===== config.mk =====
export PLATFORM = sky130hd
export DESIGN_NAME = skid_pipe_reg
export DESIGN_NICKNAME = d
export VERILOG_FILES = /design/src/rtl/skid_pipe_reg.sv
export SDC_FILE = /design/constraint.sdc
export NUM_CORES = 1
export LEC_CHECK = 0
export CAP_MARGIN = 10
export CORE_MARGIN = 5
export CORE_UTILIZATION = 42
export DETAILED_ROUTE_END_ITERATION = 10
export GPL_TIMING_DRIVEN = 1
export HOLD_SLACK_MARGIN = 0.06
export PLACE_DENSITY = 0.76
export SLEW_MARGIN = 20
export SYNTH_ARGS = -nofsm -noshare
export SYNTH_HDL_FRONTEND = slang
export SYNTH_SLANG_ARGS = --single-unit

===== constraint.sdc =====
create_clock -name clk -period 2.3 [get_ports clk]
set_input_delay 0.575 -clock clk [delete_from_list [all_inputs] [get_ports clk]]
set_output_delay 0.575 -clock clk [all_outputs]
set_load 0.05 [all_outputs]

===== src/rtl/skid_pipe_reg.sv =====
// skid_pipe_reg: two-entry elastic pipeline register with valid/ready
// handshakes and a registered in_ready for a timing-clean ready path.
module skid_pipe_reg #(
   parameter int WIDTH = 32
) (
   input  logic             clk,
   input  logic             reset,
   input  logic             flush,
   input  logic             in_valid,
   output logic             in_ready,
   input  logic [WIDTH-1:0] in_data,
   output logic             out_valid,
   input  logic             out_ready,
   output logic [WIDTH-1:0] out_data,
   output logic [1:0]       count
);

   // State encoding doubles as the occupancy count.
   typedef enum logic [1:0] {
      EMPTY = 2'd0,
      ONE   = 2'd1,
      FULL  = 2'd2
   } state_t;

   state_t           state_q, state_d;
   logic [WIDTH-1:0] main_q, main_d;
   logic [WIDTH-1:0] skid_q, skid_d;
   logic             ready_q, ready_d;
   logic             accept;
   logic             pop;

   assign out_valid = (state_q != EMPTY);
   assign out_data  = main_q;
   assign in_ready  = ready_q;
   assign count     = state_q;

   assign accept = in_valid & ready_q;
   assign pop    = out_valid & out_ready;

   // Next-state, datapath and next-ready selection; flush wipes everything.
   always_comb begin
      state_d = state_q;
      main_d  = main_q;
      skid_d  = skid_q;
      case (state_q)
         EMPTY: begin
            if (accept) begin
               state_d = ONE;
               main_d  = in_data;
            end
         end
         ONE: begin
            if (accept && !pop) begin
               state_d = FULL;
               skid_d  = in_data;
            end else if (accept && pop) begin
               main_d  = in_data;
            end else if (pop) begin
               state_d = EMPTY;
            end
         end
         FULL: begin
            if (pop) begin
               state_d = ONE;
               main_d  = skid_q;
            end
         end
         default: begin
            state_d = EMPTY;
         end
      endcase
      if (flush) begin
         state_d = EMPTY;
         main_d  = '0;
         skid_d  = '0;
      end
      ready_d = (state_d != FULL);
   end

   // State and data registers; reset holds in_ready low.
   always_ff @(posedge clk) begin
      if (!reset) begin
         state_q <= EMPTY;
         main_q  <= '0;
         skid_q  <= '0;
         ready_q <= 1'b0;
      end else begin
         state_q <= state_d;
         main_q  <= main_d;
         skid_q  <= skid_d;
         ready_q <= ready_d;
      end
   end

endmodule


Yosys cells after proc, flatten, opt, wreduce, memory -nomap -nowiden
Index checks and enable logic that the tools add are counted.
- add/sub/neg operators: 0
- multiply operators: 0
- divide/modulo/power cells: 0
- $lt $le $gt $ge: 0
- equal/unequal tests: 7
- shift operators: 0
- multiplexer cells: 12
- bitwise logic cells: 3
- reduce and logical (&&, ||, !) cells: 9
- operator list (cell ; count):
    2-to-1 mux 32 bit ; 4
    one-hot mux 32 bit (3 select lines) ; 1
    2-to-1 mux 2 bit ; 6
    inequality test 2 bit, second input constant ; 5
    one-hot mux 2 bit (3 select lines) ; 1
    AND reduction 5 bit ; 1
    nonzero test 3 bit ; 1
    AND 1 bit ; 2
    == test 2 x 1 -> 1 bit, second input constant ; 1
    == test 2 bit, second input constant ; 1
    logical AND 1 bit ; 2
    logical NOT 2 bit ; 1
    AND reduction 2 bit ; 1
    nonzero test 2 bit ; 1
    OR reduction 2 bit ; 1
    logical NOT 1 bit ; 1
    NOT 1 bit ; 1
- bits in registers: 67
- bits in latches: 0
- RAM bits: 0
- bits in read-only memories: 0
- input bits: 37
- word-level logic and storage cells: 35
- memories: 0

Logic depth before layout (Yosys ltp)
Gate-level depths: netlist of the first run.
- word-level depth: 8
- gate-level depth with buffers: 6
- mapped depth without buffers: 4

Worst setup path before layout of the first run
Ideal clock, no wire load.
- path type: register to output
- start: register state_q[1] (netlist: count[1])
- end: output port out_valid
- arrival time: 1190 ps
- required time: 1725 ps
- path slack: 535 ps
- stages on the path, launching flop included: 3
- cell sequence: dfxtp_1 -> buf_2 -> or2_2
- longest elaborated chain between the ends: 1
- RTL lines (element ; line ; text):
    start: declaration ; 25 ; state_t state_q, state_d;
    start signal: assignment ; 88 ; state_q <= state_d;
    nonzero test 2 bit ; 32 ; assign out_valid = (state_q != EMPTY);
    end: declaration ; 12 ; output logic out_valid,
No other way between the ends.

Final worst setup path of the first run
- start: register state_q[0] (netlist: count[0])
- end: output port count[0]
- RTL lines (element ; line ; text):
    end: declaration ; 15 ; output logic [1:0] count
No word-level cell between the ends.

==> results of run 1 <==
-- final timing paths --
path	end	slack [ns]	cells after the start
max	count[0]	0.09	1
min	skid_q[0]	0.45	2
max reg2reg	out_data[26]	0.79	5
min reg2reg	skid_q[0]	0.45	2
-- per-layer routing --
metal,vias up,global-route usage
met4,0,0.0806
met2,64,0.253
li1,1181,-
met5,-,0
met3,12,0.0459
met1,1066,0.197
-- stage by stage --
step	area, um2	util	instances	hold slack (ns)	total power, W
floorplan	2670	-	304	0.436	0.00139
global placement	3440	0.549	438	0.441	0.00152
detailed placement	3440	0.549	438	0.446	0.00152
CTS	3610	0.575	453	0.456	0.00236
global route	3610	0.575	453	0.469	0.00244
finish	3610	0.575	453	0.454	0.00233
-- registers in the layout, indices dropped and copies added (netlist names) --
| signal | count |
|---|---|
| in_ready | 1 |
| out_data | 32 |
| skid_q | 32 |
| count | 2 |
-- where the power goes --
part           switching [W]  internal, W
sequential         0.0000138      0.00118
clock               0.000452     0.000386
combinational       0.000170     0.000129
total               0.000636      0.00170
-- Yosys cell counts, types with 2 or more instances --
master     n
a21oi_1   64
buf_2     11
buf_4      2
buf_6      3
clkbuf_1   9
dfxtp_1   67
mux2i_1   33
nand2_1   65
nand2b_1   3
nor2b_1    3
o21ai_0    4
o21ai_1   28
-- logic make-up (layout without fill, tap and decap cells) --
family	count (synthesis)	count (layout)	synth area share
AOI/OAI and AO/OA	100	100	0.197
and+or+nand+nor	79	79	0.126
DFF	67	67	0.502
muxes	33	33	0.124
buffers and inverters	25	97	0.0515
-- final cells by class --
cell class / count / share of cell area
flip-flops and latches: 67 / 0.371
repair buffers: 82 / 0.222
multi-input cells: 212 / 0.333
clock buffers: 9 / 0.0343
well taps: 77 / 0.0267
clock inverters: 6 / 0.0118
==> metrics, run 1 <==
status=completed; setup tns final=0 ns; post-synthesis sequential area ratio=0.502; Crit path largest cell delay=0.86 ns; critical path capture point type=primary output; initial drt markers=52; Buf/Inv on CP=1; routed length on met2=approximately 2.9 mm; hold_sp=skid_q[0]; Setup CP Type=reg -> out; Net Count, Synth=between 300 and 400; Post-Syn Area=approximately 0.0027 mm2; IO buf count=72; Slew HR=0.653; top cells by area, synth=dfxtp_1, mux2i_1, a21oi_1; I/O pins=73; yosys synthesis warning count=0; Filler Cells Inserted=about 580; CTS Hold Bufs=0; clk_skew=approximately 0.012 ns; area grow syn2layout=35.2%; die span in y=roughly 90 um; core area=0.00628 mm2; worst skew pair latency=approximately 0.33 ns; Setup crit start kind=flop; reg2reg start=count[1]; Synth Instances=approximately 300; initial antenna violation count=0; Crit path max-delay family=buffers and inverters; Starting Density=0.426; CTS Root Cell=clkbuf_8; share of layout cells above drive strength 1=0.0878; DRC viols=0; fmax=0.453 GHz; worst path cell trace=clkdlybuf4s50_1; crit share post-route=0.959; Total Routing Usage GR=0.160; Slew @ Worst Pin=~0.52 ns; vias in the first global route=2297; Layout Nets=409; final setup fails=0; top cell type's share of synthesized area=0.502; Longest Clk Path Bufs=2; commonest non-fill, non-tap cells in the layout=clkdlybuf4s50_1, dfxtp_1, nand2_1; Sink Count=67; worst slack at placement=approximately 0.12 ns; Synth area leader=dfxtp_1; commonest non-fill, non-tap cell in the layout=clkdlybuf4s50_1; post-detail-place hpwl=4.22 mm; die area=between 0.008 and 0.009 mm2; total detailed-routing wirelength=approximately 6.3 mm; largest net degree at the start of global routing=between 60 and 70; uppermost routed layer=met4; post-route ant nets=0; Avg Inst Size Synth=8.79 um2; Pwr Density=roughly 650 mW/mm2; CP max stage cell=clkdlybuf4s50_1; WL met3=between 300 and 400 um; Peak supply drop=around 380 uV; post-synthesis cell type count=24; via-per-instance ratio=approximately 5; htree depth=3; area of the multi-input gates=between 0.001 and 0.0015 mm2; grt total ovfl=0; CP required=~1.7 ns; sequential cell area=0.00134 mm2; PostCTS Resize Cnt=0; global-route wire length before repair=approximately 11 mm; Rows=29; postcts setup bufs=0; #FFs+latches synth=67; Setup crit start=count[0]; final setup margin=between 0.09 and 0.1 ns; Hold Vio Cnt, Final=0; critical-path maximum fanout=8; post-route minimum period=about 2.2 ns; final RePlAce weighted congestion=0.765; max-cap violations=0; Met1 Wirelength=roughly 2.9 mm; Inserted Clock Buffers=9; # diodes=0; RSZ-0062 raised after global routing=no; Primary FF master, synth=dfxtp_1; Worst-path clk slew=about 0.07 ns; CTS tree=done; Routed WL per cell=around 14 um; Static Leak=1.46 nW; Slew Limit Fails=0; Async S/R FF share, synth=0; Die Wd=between 80 and 90 um; EDFF count, synth=0; critical path data arrival time=between 1.5 and 2 ns; DRT Pass-1 Iters=4; min-delay worst type=reg -> reg; Vias=approximately 2300
(Power assumes the default switching activity.)
==> run 2, diff against run 1 <==
--- a/config.mk
+++ b/config.mk
@@ -7,11 +7,11 @@
 export LEC_CHECK = 0
 export CAP_MARGIN = 10
 export CORE_MARGIN = 5
-export CORE_UTILIZATION = 42
+export CORE_UTILIZATION = 30
 export DETAILED_ROUTE_END_ITERATION = 10
 export GPL_TIMING_DRIVEN = 1
 export HOLD_SLACK_MARGIN = 0.06
-export PLACE_DENSITY = 0.76
+export PLACE_DENSITY = 0.59
 export SLEW_MARGIN = 20
 export SYNTH_ARGS = -nofsm -noshare
 export SYNTH_HDL_FRONTEND = slang
==> metrics, run 2 (synthesis gave the netlist of run 1 again) <==
critical-path maximum fanout=8 (unchanged); via-per-instance ratio=4.74 (was 5.13); postcts setup bufs=0 (unchanged); core area=0.00872 mm2 (was 0.00628 mm2); commonest non-fill, non-tap cells in the layout=clkdlybuf4s50_1, dfxtp_1, nand2_1 (unchanged); Setup CP Type=reg -> out (unchanged); critical path data arrival time=1.61 ns (was 1.63 ns); status=completed (unchanged); PostCTS Resize Cnt=0 (unchanged); largest net degree at the start of global routing=61 (was 65); Slew HR=0.634 (was 0.653); Routed WL per cell=13.5 um (was 13.9 um); Peak supply drop=374 uV (was 381 uV); CTS Hold Bufs=0 (unchanged); worst skew pair latency=0.33 ns (about the same); Rows=34 (was 29); clock share of power=0.391 (was 0.359); crit share post-route=0.948 (was 0.959); setup tns final=0 ns (unchanged); I/O pins=73 (unchanged); die span in y=104 um (was 89.8 um); worst path cell trace=clkdlybuf4s50_1 (unchanged); CP max stage cell=clkdlybuf4s50_1 (unchanged); share of layout cells above drive strength 1=0.0726 (was 0.0878); Starting Density=0.306 (was 0.426); post-route minimum period=2.18 ns (was 2.21 ns); area grow syn2layout=37.9% (was 35.2%); Total Routing Usage GR=0.123 (was 0.160); critical path capture point type=primary output (unchanged); fmax=0.459 GHz (was 0.453 GHz); DRT Pass-1 Iters=4 (unchanged); Slew Limit Fails=0 (unchanged); register share of total power=0.487 (was 0.513); Pwr Density=666 mW/mm2 (was 646 mW/mm2); Crit path largest cell delay=0.85 ns (was 0.86 ns); post-route ant nets=0 (unchanged); Vias=2274 (was 2323); final setup fails=0 (unchanged); total detailed-routing wirelength=6.50 mm (was 6.28 mm); Layout Nets=405 (was 409); Setup crit start kind=flop (unchanged); max-cap violations=0 (unchanged); combinational fraction of design power=0.122 (was 0.128); post-detail-place hpwl=4.25 mm (was 4.22 mm); min-delay worst type=reg -> reg (unchanged); Static Leak=1.47 nW (was 1.46 nW); CP required=1.73 ns (about the same); vias in the first global route=2153 (was 2297); die area=0.0109 mm2 (was 0.00806 mm2); Longest Clk Path Bufs=2 (unchanged); sw power=0.000591 W (was 0.000636 W); IO buf count=72 (unchanged); Slew @ Worst Pin=0.547 ns (was 0.519 ns); grt total ovfl=0 (unchanged); Pint=0.00186 W (was 0.00170 W); Worst-path clk slew=0.07 ns (about the same); clk_skew=0.00826 ns (was 0.0123 ns); Sw Share=0.241 (was 0.272); Sink Count=67 (unchanged); final instance area=0.00368 mm2 (was 0.00361 mm2); Inserted Clock Buffers=9 (unchanged); Hold Vio Cnt, Final=0 (unchanged); final RePlAce weighted congestion=0.700 (was 0.765); initial drt markers=89 (was 52); RSZ-0062 raised after global routing=no (unchanged); global-route wire length before repair=10.9 mm (was 10.7 mm); commonest non-fill, non-tap cell in the layout=clkdlybuf4s50_1 (unchanged); # diodes=0 (unchanged); initial antenna violation count=0 (unchanged); Buf/Inv on CP=1 (unchanged); Die Wd=104 um (was 89.8 um); CTS tree=done (unchanged); DRC viols=0 (unchanged); CTS Root Cell=clkbuf_8 (unchanged); DP Area=0.00349 mm2 (was 0.00344 mm2); htree depth=3 (unchanged); Crit path max-delay family=buffers and inverters (unchanged)
## run 2: cell type report
cell class,count,area (um2)
sequential,67,1340
multi-input combinational,212,1200
tap,108,135
fill,879,5040
clock inverter,2,35.0
clock buffer,13,159
timing repair buffer,78,811
## run 2: worst paths after layout
kind | from | end | slack (ns) | cells after the start
max | count[0] | count[0] | 0.12 | 1
min | skid_q[18] | skid_q[18] | 0.45 | 2
max reg2reg | count[1] | out_data[15] | 0.63 | 4
min reg2reg | skid_q[18] | skid_q[18] | 0.45 | 2
## run 2: power by group through the flow
stage                     Sequential [W]  Combinational, W  Clock (W)
after floorplan                  0.00129         0.0000905          0
after global placement           0.00122          0.000298          0
after detailed placement         0.00122          0.000301          0
after CTS                        0.00120          0.000302   0.000984
after global routing             0.00120          0.000319    0.00105
final                            0.00120          0.000299   0.000960
## run 2: per-stage QoR
| stage | util | total power (W) | worst slack (ns) | hold WS [ns] | instances |
|---|---|---|---|---|---|
| 3_5_place_dp | 0.400 | 0.00152 | 0.109 | 0.446 | 465 |
| 5_1_grt | 0.423 | 0.00256 | 0.0243 | 0.469 | 480 |
| 6_report | 0.423 | 0.00246 | 0.119 | 0.453 | 480 |
| 2_1_floorplan | - | 0.00139 | 0.535 | 0.436 | 304 |
| 4_1_cts | 0.423 | 0.00248 | 0.0901 | 0.454 | 480 |
| 3_3_place_gp | 0.400 | 0.00152 | 0.150 | 0.441 | 465 |
## run 2: routing by layer
| layer | track usage | up-vias | share of wire |
|---|---|---|---|
| met5 | 0 | - | 0 |
| met4 | 0.0278 | 0 | 0.0048 |
| met3 | 0.0621 | 2 | 0.066 |
| met2 | 0.192 | 54 | 0.46 |
| met1 | 0.150 | 1044 | 0.47 |
| li1 | - | 1174 | - |
==> run 3, diff against run 2 <==
--- a/config.mk
+++ b/config.mk
@@ -5,13 +5,14 @@
 export SDC_FILE = /design/constraint.sdc
 export NUM_CORES = 1
 export LEC_CHECK = 0
+export ABC_AREA = 1
 export CAP_MARGIN = 10
 export CORE_MARGIN = 5
 export CORE_UTILIZATION = 30
 export DETAILED_ROUTE_END_ITERATION = 10
 export GPL_TIMING_DRIVEN = 1
 export HOLD_SLACK_MARGIN = 0.06
-export PLACE_DENSITY = 0.59
+export PLACE_DENSITY = 0.57
 export SLEW_MARGIN = 20
 export SYNTH_ARGS = -nofsm -noshare
 export SYNTH_HDL_FRONTEND = slang
==> metrics, run 3 <==
clk_skew=0.0102 ns (was 0.00826 ns); Primary FF master, synth=dfxtp_1 (unchanged); Filler Cells Inserted=1068 (was 879); Layout Nets=601 (was 405); EDFF count, synth=0 (unchanged); Synth Instances=502 (was 304); share of layout cells above drive strength 1=0.0493 (was 0.0726); min-delay worst type=reg -> reg (unchanged); core area=0.0103 mm2 (was 0.00872 mm2); DRT Pass-1 Iters=4 (unchanged); mux contribution to synthesized area=0 (was 0.124); critical path capture point type=primary output (unchanged); die span in y=113 um (was 104 um); Buf/Inv on CP=1 (unchanged); top cell type's share of synthesized area=0.424 (was 0.502); vias in the first global route=2735 (was 2153); Die Wd=113 um (was 104 um); Setup CP Type=reg -> out (unchanged); commonest non-fill, non-tap cells in the layout=nand2_1, nor2_1, clkdlybuf4s50_1 (was clkdlybuf4s50_1, dfxtp_1, nand2_1); Crit path max-delay family=buffers and inverters (unchanged); status=completed (unchanged); CTS tree=done (unchanged); Synth area leader=dfxtp_1 (unchanged); Total Routing Usage GR=0.113 (was 0.123); Peak supply drop=283 uV (was 374 uV); CP required=1.73 ns (about the same); Simple-Gate Fraction of Synth Area=0.372 (was 0.126); top post-synthesis cells by count=nand2_1, nor2_1, inv_1 (was dfxtp_1, nand2_1, a21oi_1); Avg Inst Size Synth=6.30 um2 (was 8.79 um2); Worst R2R End=out_data[19] (was out_data[15]); largest net degree at the start of global routing=66 (was 61); Inserted Clock Buffers=9 (unchanged); Slew HR=0.615 (was 0.634); Hold Path Cell Cnt=4 (was 2); Sink Count=67 (unchanged); Starting Density=0.307 (was 0.306); Worst R2R Setup Slack=0.68 ns (was 0.63 ns); hold worst-path end=out_data[16] (was skid_q[18]); # diodes=0 (unchanged); Synth Area in Compound Gates=0.0569 (was 0.197); I/O pins=73 (unchanged); total detailed-routing wirelength=6.72 mm (was 6.50 mm); critical-path maximum fanout=5 (was 8); #FFs+latches synth=67 (unchanged); Crit path largest cell delay=0.84 ns (was 0.85 ns); Post-Syn Area=0.00316 mm2 (was 0.00267 mm2); final instance area=0.00413 mm2 (was 0.00368 mm2); initial antenna violation count=0 (unchanged); post-route ant nets=0 (unchanged); Longest Clk Path Bufs=2 (unchanged); initial drt markers=91 (was 89); max-cap violations=0 (unchanged); Slew @ Worst Pin=0.575 ns (was 0.547 ns); largest family of logic cells by synthesized area=simple AND/OR/NAND/NOR gates (was compound AO/OA/AOI/OAI gates); reg2reg start=count[1] (unchanged); Pwr Density=606 mW/mm2 (was 666 mW/mm2); post-route minimum period=2.19 ns (was 2.18 ns); DRC viols=0 (unchanged); Worst-path clk slew=0.07 ns (about the same); Routed WL per cell=9.55 um (was 13.5 um); CTS Hold Bufs=0 (unchanged); adder-cell share of the synthesized area=0 (unchanged); CP max stage cell=clkdlybuf4s50_1 (unchanged); Slew Limit Fails=0 (unchanged); area grow syn2layout=30.6% (was 37.9%); post-detail-place hpwl=4.38 mm (was 4.25 mm); Setup crit start kind=flop (unchanged); Vias=2876 (was 2274); setup tns final=0 ns (unchanged); fmax=0.457 GHz (was 0.459 GHz); critical path data arrival time=1.61 ns (about the same); grt total ovfl=0 (unchanged); most frequent cell after synthesis=nand2_1 (was dfxtp_1); worst path cell trace=clkdlybuf4s50_1 (unchanged); Synth Area in XOR/XNOR=0 (unchanged); WHS=0.512 ns (was 0.453 ns); global-route wire length before repair=11.9 mm (was 10.9 mm); cells on worst reg2reg path=6 (was 4); yosys synthesis warning count=0 (unchanged); post-synthesis cell type count=20 (was 24); die area=0.0127 mm2 (was 0.0109 mm2); Hold Vio Cnt, Final=0 (unchanged); worst skew pair latency=0.33 ns (about the same); commonest non-fill, non-tap cell in the layout=nand2_1 (was clkdlybuf4s50_1); hold_sp=out_data[16] (was skid_q[18]); via-per-instance ratio=4.09 (was 4.74); crit share post-route=0.951 (was 0.948); Static Leak=2.08 nW (was 1.47 nW); Net Count, Synth=539 (was 341); CTS Root Cell=clkbuf_8 (unchanged); Rows=37 (was 34); IO buf count=72 (unchanged); post-synthesis sequential area ratio=0.424 (was 0.502); RSZ-0062 raised after global routing=no (unchanged); final RePlAce weighted congestion=0.726 (was 0.700); final setup fails=0 (unchanged); DP Area=0.00394 mm2 (was 0.00349 mm2); top cells by area, synth=dfxtp_1, nand2_1, nor2_1 (was dfxtp_1, mux2i_1, a21oi_1); Async S/R FF share, synth=0 (unchanged); htree depth=3 (unchanged)
[run 3: routing by layer]
layer | vias up | track usage | wire length [um]
li1 | 1587 | - | -
met2 | 49 | 0.192 | 3140
met4 | 0 | 0.0288 | 61
met3 | 5 | 0.0465 | 392
met5 | - | 0 | 0
met1 | 1235 | 0.131 | 3130
[run 3: logic make-up after synthesis]
kind of cell,count (synthesis)
AND/OR/NAND/NOR,304
buffers and inverters,96
flip-flops,67
AO/OA/AOI/OAI,35
[run 3: per-stage QoR]
stage                     std cells  worst slack, ns   util  total power (W)
after floorplan                 502            0.545      -          0.00142
after global placement          689            0.389  0.381          0.00156
after detailed placement        689            0.351  0.381          0.00156
after CTS                       704          0.00763  0.400          0.00256
after global routing            704           0.0421  0.400          0.00265
final                           704            0.113  0.400          0.00250
[run 3: timing repair]
action                     CTS  global route
setup buffers                0             0
setup endpoints to repair    0             1
hold endpoints to repair     0             0
resized for setup            0             1
[run 3: worst max-delay path by stage]
| stage | start | endpoint | slack, ns | depth (start not counted) |
|---|---|---|---|---|
| 2_1_floorplan | count[1] | out_valid | 0.54 | 2 |
| 3_3_place_gp | out_ready | out_data[14] | 0.39 | 8 |
| 3_5_place_dp | in_valid | skid_q[13] | 0.35 | 8 |
| 4_1_cts | count[1] | count[1] | 0.008 | 1 |
| 5_1_grt | count[0] | count[0] | 0.04 | 1 |
| 6_report | count[0] | count[0] | 0.11 | 1 |
[run 3: area by class of cell]
cell class | count | area, um2 | area share
Clock buffer | 13 | 159 | 0.0385
Clock inverter | 2 | 35.0 | 0.00848
Inverter | 70 | 263 | 0.0636
Multi-Input combinational cell | 339 | 1370 | 0.331
Sequential cell | 67 | 1340 | 0.325
Tap cell | 136 | 170 | 0.0412
Timing Repair Buffer | 77 | 796 | 0.193
[run 3: report_power, final]
| part | switching (W) | total [W] | internal [W] |
|---|---|---|---|
| Clock | 0.000422 | 0.000976 | 0.000554 |
| Combinational | 0.000196 | 0.000334 | 0.000139 |
| Sequential | 0.0000113 | 0.00119 | 0.00118 |
| Total | 0.000629 | 0.00250 | 0.00188 |
